==> src/rtl/pipelined_add_sub_pkg.sv <==
// Width helpers shared by the chunked add/sub pipeline.
package pipelined_add_sub_pkg;

  // Operand bits still to be added at the input of stage k (chunk k and everything above it).
  function automatic int pending_width(int n, int chunk, int k);
    return n - k * chunk;
  endfunction

  // Result bits already known at the output of stage k (chunks 0..k).
  function automatic int done_width(int chunk, int k);
    return (k + 1) * chunk;
  endfunction

endpackage

==> src/rtl/add_sub_stage.sv <==
// Registered CHUNK-bit ripple adder slice with carry in/out, MSB carry-in tap and a running zero flag.
module add_sub_stage #(
  parameter int CHUNK = 4
) (
  input  logic             clk,
  input  logic             rst_n,
  input  logic             en,
  input  logic [CHUNK-1:0] a,
  input  logic [CHUNK-1:0] b,
  input  logic             cin,
  input  logic             zero_in,
  output logic [CHUNK-1:0] sum,
  output logic             cout,
  output logic             msb_cin,
  output logic             zero
);

  logic [CHUNK:0]   carry;
  logic [CHUNK-1:0] sum_d;

  assign carry[0] = cin;

  for (genvar i = 0; i < CHUNK; i++) begin : g_bit
    full_adder u_fa (
      .a  (a[i]),
      .b  (b[i]),
      .ci (carry[i]),
      .s  (sum_d[i]),
      .co (carry[i+1])
    );
  end

  // NOTE: non-blocking assignments, so every stage samples its predecessor's pre-edge value.
  always_ff @(posedge clk or negedge rst_n) begin
    if (!rst_n) begin
      sum     <= '0;
      cout    <= 1'b0;
      msb_cin <= 1'b0;
      zero    <= 1'b0;
    end else if (en) begin
      sum     <= sum_d;
      cout    <= carry[CHUNK];
      msb_cin <= carry[CHUNK-1];
      // Zero-ness accumulates chunk by chunk, like the carry.
      zero    <= zero_in & (sum_d == '0);
    end
  end

endmodule

==> src/rtl/full_adder.sv <==
// One-bit full adder cell.
module full_adder (
  input  logic a,
  input  logic b,
  input  logic ci,
  output logic s,
  output logic co
);

  assign s  = a ^ b ^ ci;
  assign co = (a & b) | (ci & (a ^ b));

endmodule

==> src/rtl/pipelined_add_sub.sv <==
// Pipelined N-bit adder/subtractor: STAGES chunk-adds with registered carry ripple and a
// single global advance enable for valid/ready backpressure.
module pipelined_add_sub
  import pipelined_add_sub_pkg::*;
#(
  parameter int N      = 8,
  parameter int STAGES = 2
) (
  input  logic         clk,
  input  logic         rst_n,
  input  logic         in_valid,
  output logic         in_ready,
  input  logic [N-1:0] A,
  input  logic [N-1:0] B,
  input  logic         Cin,
  input  logic         sub,
  output logic         out_valid,
  input  logic         out_ready,
  output logic [N-1:0] Sum,
  output logic         Cout,
  output logic         Ovf,
  output logic         Zero
);

  localparam int CHUNK = N / STAGES;
  localparam int LAST  = STAGES - 1;

  if (N < 1 || STAGES < 1 || N % STAGES != 0) begin : g_bad_params
    $error("pipelined_add_sub: N (%0d) must be a positive multiple of STAGES (%0d)", N, STAGES);
  end

  logic         advance;
  logic         c0;
  logic [N-1:0] b_eff;

  assign advance  = !out_valid || out_ready;
  assign in_ready = advance;
  assign b_eff    = sub ? ~B : B;
  assign c0       = Cin ^ sub;

  for (genvar k = 0; k < STAGES; k++) begin : g_stage
    localparam int SRC_W  = pending_width(N, CHUNK, k);
    localparam int DONE_W = done_width(CHUNK, k);

    logic [SRC_W-1:0]  a_src, b_src;
    logic              c_src, z_src, v_src;
    logic [CHUNK-1:0]  sum;
    logic              cout, msb_c, zero, v_q;
    logic [DONE_W-1:0] done;

    if (k == 0) begin : g_head
      assign a_src = A;
      assign b_src = b_eff;
      assign c_src = c0;
      assign z_src = 1'b1;
      assign v_src = in_valid;
      assign done  = sum;
    end else begin : g_body
      logic [DONE_W-CHUNK-1:0] lo_q;

      assign a_src = g_stage[k-1].g_skew.a_q;
      assign b_src = g_stage[k-1].g_skew.b_q;
      assign c_src = g_stage[k-1].cout;
      assign z_src = g_stage[k-1].zero;
      assign v_src = g_stage[k-1].v_q;

      // De-skew: lower result slices ride along until the last chunk is done.
      always_ff @(posedge clk or negedge rst_n) begin
        if (!rst_n)       lo_q <= '0;
        else if (advance) lo_q <= g_stage[k-1].done;
      end

      assign done = {sum, lo_q};
    end

    if (k < LAST) begin : g_skew
      logic [SRC_W-CHUNK-1:0] a_q, b_q;
      logic                   unused_tap;

      // Input skew: upper operand chunks wait here for their turn.
      always_ff @(posedge clk or negedge rst_n) begin
        if (!rst_n) begin
          a_q <= '0;
          b_q <= '0;
        end else if (advance) begin
          a_q <= a_src[SRC_W-1:CHUNK];
          b_q <= b_src[SRC_W-1:CHUNK];
        end
      end

      // Only the top chunk's MSB carry-in matters for overflow.
      assign unused_tap = msb_c;
    end

    // NOTE: no else branch for !advance -- a flop with an enable simply holds, which is the stall.
    always_ff @(posedge clk or negedge rst_n) begin
      if (!rst_n)       v_q <= 1'b0;
      else if (advance) v_q <= v_src;
    end

    add_sub_stage #(
      .CHUNK (CHUNK)
    ) u_stage (
      .clk     (clk),
      .rst_n   (rst_n),
      .en      (advance),
      .a       (a_src[CHUNK-1:0]),
      .b       (b_src[CHUNK-1:0]),
      .cin     (c_src),
      .zero_in (z_src),
      .sum     (sum),
      .cout    (cout),
      .msb_cin (msb_c),
      .zero    (zero)
    );
  end

  assign out_valid = g_stage[LAST].v_q;
  assign Sum       = g_stage[LAST].done;
  assign Cout      = g_stage[LAST].cout;
  assign Ovf       = g_stage[LAST].msb_c ^ g_stage[LAST].cout;
  assign Zero      = g_stage[LAST].zero;

endmodule
==> config.mk <==
export PLATFORM = sky130hd
export DESIGN_NAME = pipelined_add_sub
export DESIGN_NICKNAME = d
export VERILOG_FILES = /design/src/rtl/pipelined_add_sub_pkg.sv /design/src/rtl/add_sub_stage.sv /design/src/rtl/full_adder.sv /design/src/rtl/pipelined_add_sub.sv
export SDC_FILE = /design/constraint.sdc
export NUM_CORES = 1
export LEC_CHECK = 0
export CAP_MARGIN = 5
export CORE_MARGIN = 2
export CORE_UTILIZATION = 25
export CTS_CLUSTER_SIZE = 10
export DETAILED_ROUTE_END_ITERATION = 10
export MAX_ROUTING_LAYER = met4
export SYNTH_ARGS = -nofsm -noshare
export SYNTH_HDL_FRONTEND = slang
export SYNTH_SLANG_ARGS = --single-unit
==> constraint.sdc <==
create_clock -name clk -period 2.41 [get_ports clk]
set_clock_uncertainty 0.1 [all_clocks]
set_input_delay 0.3615 -clock clk [delete_from_list [all_inputs] [get_ports clk]]
set_output_delay 0.3615 -clock clk [all_outputs]
set_load 0.05 [all_outputs]
==> results of run 1 <==
[kinds of logic after synthesis]
kind of cell	share of synthesized area
flops	0.482
compound gates	0.0286
fa+ha+maj	0.114
xor+xnor	0.0625
simple gates	0.0661
buf+inv	0.0714
mux	0.175
[worst paths after layout]
check | cells after the start | endpoint | slack, ns | from
setup / recovery | 9 | g_stage[1].u_stage.zero | -0.04 | g_stage[0].u_stage.cout
hold / removal | 2 | g_stage[0].g_skew.a_q[3] | 0.35 | rst_n
setup reg to reg | 9 | g_stage[1].u_stage.zero | -0.04 | g_stage[0].u_stage.cout
hold reg to reg | 1 | out_valid | 0.39 | g_stage[0].v_q
max in group asynchronous | 2 | g_stage[0].u_stage.zero | 1.61 | rst_n
min in group clk | 1 | out_valid | 0.39 | g_stage[0].v_q
[synthesized netlist by cell type]
cell type / n
a21oi_1: 6
a41o_1: 1
and3b_1: 2
and4b_1: 1
buf_12: 1
buf_2: 1
buf_4: 1
buf_6: 2
dfrtp_1: 27
fa_1: 8
inv_1: 12
mux2_2: 8
mux2_4: 9
mux2i_1: 2
nand2b_1: 1
nand2b_4: 1
nor3b_1: 6
xnor2_1: 6
xor2_1: 4
[critical path: cells and delay by family, from the launching register on]
kind | cells | cell delay [ns]
flip-flops | 1 | 0.40
AO/OA/AOI/OAI | 1 | 0.17
buffers and inverters | 3 | 0.18
adder cells (fa/ha/maj) | 4 | 1.30
AND/OR/NAND/NOR | 1 | 0.20
[per-layer routing]
layer / track usage / vias up
li1: - / 407
met1: 0.118 / 419
met2: 0.150 / 22
met3: 0.0125 / 2
met4: 0.0466 / 0
met5: - / -
[sequential cells by signal (all words and copies together), names as in the netlist]
register and count:
g_stage.g_body.lo_q 4, out_valid 1, g_stage.u_stage.sum 8, g_stage.v_q 1, g_stage.g_skew.b_q 4, g_stage.u_stage.msb_cin 1, g_stage.u_stage.zero 2, g_stage.u_stage.cout 2
g_stage.g_skew.a_q 4
[what timing repair did]
item,4_1_cts,5_1_grt
setup buffers,0,1
pin swaps,12,7
setup endpoints to repair,5,3
resized for setup,26,1
[stage by stage]
stage          cells  setup slack [ns]  setup TNS (ns)
2_1_floorplan     99            -0.216          -0.380
3_3_place_gp     209            -0.757           -2.15
3_5_place_dp     209            -0.829           -2.53
4_1_cts          213            -0.134          -0.310
5_1_grt          214            -0.126          -0.187
6_report         214           -0.0450         -0.0450
[cell usage in the layout, fill, tap and decap left out]
cell type        netlist  layout
a21oi_1                6       6
a41o_1                 1       1
and3b_1                2       2
and4b_1                1       1
buf_12                 1       2
buf_2                  1       1
buf_4                  1      10
buf_6                  2       1
clkbuf_1               0       1
clkbuf_8               0       3
clkdlybuf4s50_1        0      29
dfrtp_1               27      27
dlygate4sd2_1          0       1
fa_1                   8       2
fa_2                   0       6
inv_1                 12       6
inv_2                  0       6
mux2_2                 8       7
mux2_4                 9      10
mux2i_1                2       2
nand2b_1               1       1
nand2b_4               1       1
nor3b_1                6       6
xnor2_1                6       3
xnor2_2                0       2
xnor2_4                0       1
xor2_1                 4       4
[where the power goes]
part           switching [mW]  internal, mW
clock network           0.134         0.118
registers              0.0788         0.574
logic                   0.481         0.391
[area by class of cell]
| type | count | area [sq um] | share of cell area |
|---|---|---|---|
| Multi-Input combinational cell | 55 | 678 | 0.345 |
| Sequential cell | 27 | 676 | 0.344 |
| Timing Repair Buffer | 44 | 430 | 0.219 |
| Tap cell | 72 | 90.1 | 0.0459 |
| Clock buffer | 4 | 45.0 | 0.0229 |
| Inverter | 12 | 45.0 | 0.0229 |
==> qor.yml, run 1 <==
global_route:
  grt_max_degree: 29
  grt_pass1_vias: 935
  grt_use_total: 0.0939
  grt_pass1_wl_um: 4430
  antenna_found_initial: 0
  overflow: 0
timing:
  tightest_slew_ns: 0.507
  setup_ws_ns: -0.0450
  fmax_mhz: 407
  setup_viol: 1
  drv_slew: 0
  max_slew_margin: 0.661
  rsz0062_at_grt: "true"
  hold-worst-slack_ns: 0.347
  period_share: 1.02
  timing.final.hold_violations: 0
  finalCriticalPeriod_ns: 2.45
die:
  die_y_um: 78.9
  core_sq_mm: 0.00547
  rows: 27
  die_w_um: 78.9
  initial_core_util: 0.256
  die-area_sq_mm: 0.00622
  io_pins: 35
route:
  routed_wl_um: 2590
  met1_length_um: 1180
  dr_wl_met3_um: 103
  num_vias: 850
  wl_per_cell_um: 12.1
  top_layer_used: "met4"
  dr.pass1.iters: 4
  wl_met2_um: 1280
  viasPerCell: 3.97
  postRouteAntennaNets: 0
  detail_route.iter0.violations: 46
  drc_errors: 0
layout:
  utilization: 0.359
  fin_area_sq_mm: 0.00196
  fin_nets: 173
  antenna_cells: 0
  area_delta_synth_final_pct: 40.2
  drive_above_1_share: 0.352
  n_fill_cell: 554
yosys:
  synth_top_area_share: 0.482
  synth_area_leaders: "dfrtp_1 48%, fa_1 11%, mux2_4 9.6%, mux2_2 6.4%, xnor2_1 3.8%"
  ys_ff_latch: 27
  netlist_instances: 99
  ys_seq_area_frac: 0.482
  syn_area_per_cell_sq_um: 14.2
  yosys.area.top_type: "dfrtp_1"
  synth_cell_types: 19
  netlist_area_sq_mm: 0.00140
  yosys_warnings: 0
  syn-num-nets: 129
setup_path:
  cp-start-kind: "flop"
  critPathKind: "reg -> reg"
  slowest_delay_ns: 0.40
  cp_cell_sequence: "inv_2 > fa_2 > inv_2 > fa_2 > fa_2 > inv_2 > fa_1 > and3b_1 > a41o_1"
  critPathRequiredTime_ns: 2.48
  endpoint_kind: "flop"
  cp.arrival_ns: 2.52
  cp_max_fo: 2
  crit_slowest_cell: "dfrtp_1"
cts:
  clkTransAtPathRegs_ns: 0.09
  root_buffer: "clkbuf_8"
  postCtsHoldBufs: 0
  cts_tree: "built"
  clk_latency_ns: 0.27
  cts-buffers-inserted: 3
  numClockSinks: 27
  h-tree-depth: 1
  cts_buffer_depth: 2
outcome:
  outcome: "complete, but fails checks"
  failed_checks: "negative setup slack"
power_and_ir_drop:
  total_power_mw: 1.78
  peakVddDrop_uv: 383
  p_leak_nw: 0.880
  p_per_area_mw_per_mm2: 905
placed_design:
  place_hpwl_um: 2030
  io_buffers: 34
  gp_congestion: 0.709
  dpl_cell_area_sq_mm: 0.00189
min_path:
  holdCritPathClass: "in -> async"
run:
  max_cap_viol_count: 0
(Power assumes the default switching activity.)
==> run 2, diff against run 1 <==
Settings changed: CAP_MARGIN 5 to 20.
==> results of run 2 <==
Final layout, timing and power as in run 1 (identical DEF).
==> run 3, diff against run 2 <==
Settings changed: DONT_BUFFER_PORTS set to 1, SKIP_CTS_REPAIR_TIMING set to 1.
==> qor.yml, run 3 (synthesis gave the netlist of run 1 again) <==
outcome:
  outcome: "complete, but fails checks"
  failed_checks: "negative setup slack"
route:
  wl_per_cell_um: 13.4
  postRouteAntennaNets: 0
  viasPerCell: 4.14
  detail_route.iter0.violations: 21
  dr.pass1.iters: 3
  routed_wl_um: 2430
  drc_errors: 0
  num_vias: 749
timing:
  tightest_slew_ns: 0.555
  timing.final.hold_violations: 0
  setup_tns_ns: -0.0693
  drv_slew: 0
  period_share: 1.03
  max_slew_margin: 0.630
  hold-worst-slack_ns: 0.139
  setup_viol: 1
  rsz0062_at_grt: "true"
  setup_ws_ns: -0.0693
  fmax_mhz: 403
  finalCriticalPeriod_ns: 2.48
placed_design:
  place_hpwl_um: 1900
  io_buffers: 0
  gp_congestion: 0.733
  dp_cells: 172
die:
  initial_core_util: 0.256
  io_pins: 35
  die-area_sq_mm: 0.00622
  rows: 27
  core_sq_mm: 0.00547
  die_y_um: 78.9
  die_w_um: 78.9
setup_path:
  r2r_cells: 9
  rr_startpoint: "g_stage[0].g_skew.a_q[0]"
  r2r_end: "g_stage[1].u_stage.zero"
  cp-start-kind: "flop"
  crit_slowest_cell: "fa_1"
  critPathKind: "reg -> reg"
  path_buf_inv: 3
  slowest_delay_ns: 0.42
  critPathRequiredTime_ns: 2.47
  cp_max_fo: 2
  crit_family: "adder cells"
  cp_cell_sequence: "inv_2 > fa_2 > inv_2 > fa_2 > fa_2 > inv_2 > fa_1 > and3b_1 > a41o_1"
  reg2reg_slack_ns: -0.07
  cp.arrival_ns: 2.54
  endpoint_kind: "flop"
cts:
  h-tree-depth: 1
  numClockSinks: 27
  cts_buffer_depth: 2
  cts_tree: "built"
  root_buffer: "clkbuf_8"
  clk_latency_ns: 0.26
  cts-buffers-inserted: 3
  clkTransAtPathRegs_ns: 0.09
layout:
  largest_register_ff_count: 8
  area.sequential_sq_um: 676
  antenna_cells: 0
  drive_above_1_share: 0.413
  final_cell_mix: "27 x dfrtp_1, 10 x mux2_4, 9 x buf_4, 7 x mux2_2"
  layout_commonest_cell: "dfrtp_1"
  fin_nets: 140
  multiInputGateArea_sq_um: 663
  fin_cells: 181
  area_delta_synth_final_pct: 15.4
  max_flop_register: "g_stage.u_stage.sum"
  n_fill_cell: 570
global_route:
  grt_max_degree: 29
  grt_use_total: 0.0814
  antenna_found_initial: 0
  grt.met3_usage: 0.0250
  use_met1: 0.0967
  grt.busiest_layer: "met2"
  grt_pass1_wl_um: 3840
  met2_usage: 0.131
  overflow: 0
  grt_pass1_vias: 805
power_and_ir_drop:
  p_leak_nw: 0.732
  p_per_area_mw_per_mm2: 987
  peakVddDrop_uv: 293
min_path:
  worstHoldPathCells: 1
  holdCritPathClass: "in -> reg"
  min_from: "A[7]"
  holdPathEnd: "g_stage[0].g_skew.a_q[3]"
run:
  max_cap_viol_count: 0
==> run 3: per-stage QoR <==
step                      cell area [sq um]  utilization  total power [mW]  worst slack (ns)
final                                  1620        0.296              1.60           -0.0693
after global routing                   1620        0.296              1.68            -0.155
after detailed placement               1520        0.277              1.34            -0.157
after global placement                 1520        0.277              1.32            -0.117
after CTS                              1560        0.286              1.59            -0.125
after floorplan                        1450            -              1.22            -0.216
==> run 3: area by class of cell <==
class                           count  share of cell area
Clock inverter                      1             0.00309
Clock buffer                        3              0.0255
Inverter                           12              0.0278
Tap cell                           72              0.0557
Sequential cell                    27               0.418
Timing Repair Buffer               11              0.0603
Multi-Input combinational cell     55               0.410
==> run 3: metal layers <==
metal / share of wire / vias up
li1: - / 339
met1: 0.41 / 386
met2: 0.50 / 22
met3: 0.087 / 2
met4: 0.0095 / 0
met5: 0 / -
==> run 3: worst register-to-register path, stage by stage, from the launching register on <==
cell     delay [ns]
dfrtp_1        0.39
inv_2          0.07
fa_2           0.19
inv_2          0.04
fa_2           0.36
fa_2           0.39
inv_2          0.07
fa_1           0.42
and3b_1        0.18
a41o_1         0.17
==> run 3: worst max-delay path by stage <==
stage | startpoint | endpoint | slack, ns | depth (start not counted)
after floorplan | sub | g_stage[0].u_stage.zero | -0.22 | 9
after global placement | B[0] | g_stage[0].u_stage.zero | -0.12 | 8
after detailed placement | B[0] | g_stage[0].u_stage.zero | -0.16 | 8
after CTS | g_stage[0].u_stage.cout | g_stage[1].u_stage.zero | -0.13 | 9
after global routing | g_stage[0].g_skew.a_q[0] | g_stage[1].u_stage.zero | -0.15 | 9
final | g_stage[0].g_skew.a_q[0] | g_stage[1].u_stage.zero | -0.07 | 9
==> run 3: power by group <==
group / internal [mW] / switching, mW
Clock: 0.115 / 0.129
Sequential: 0.570 / 0.321
Combinational: 0.252 / 0.208
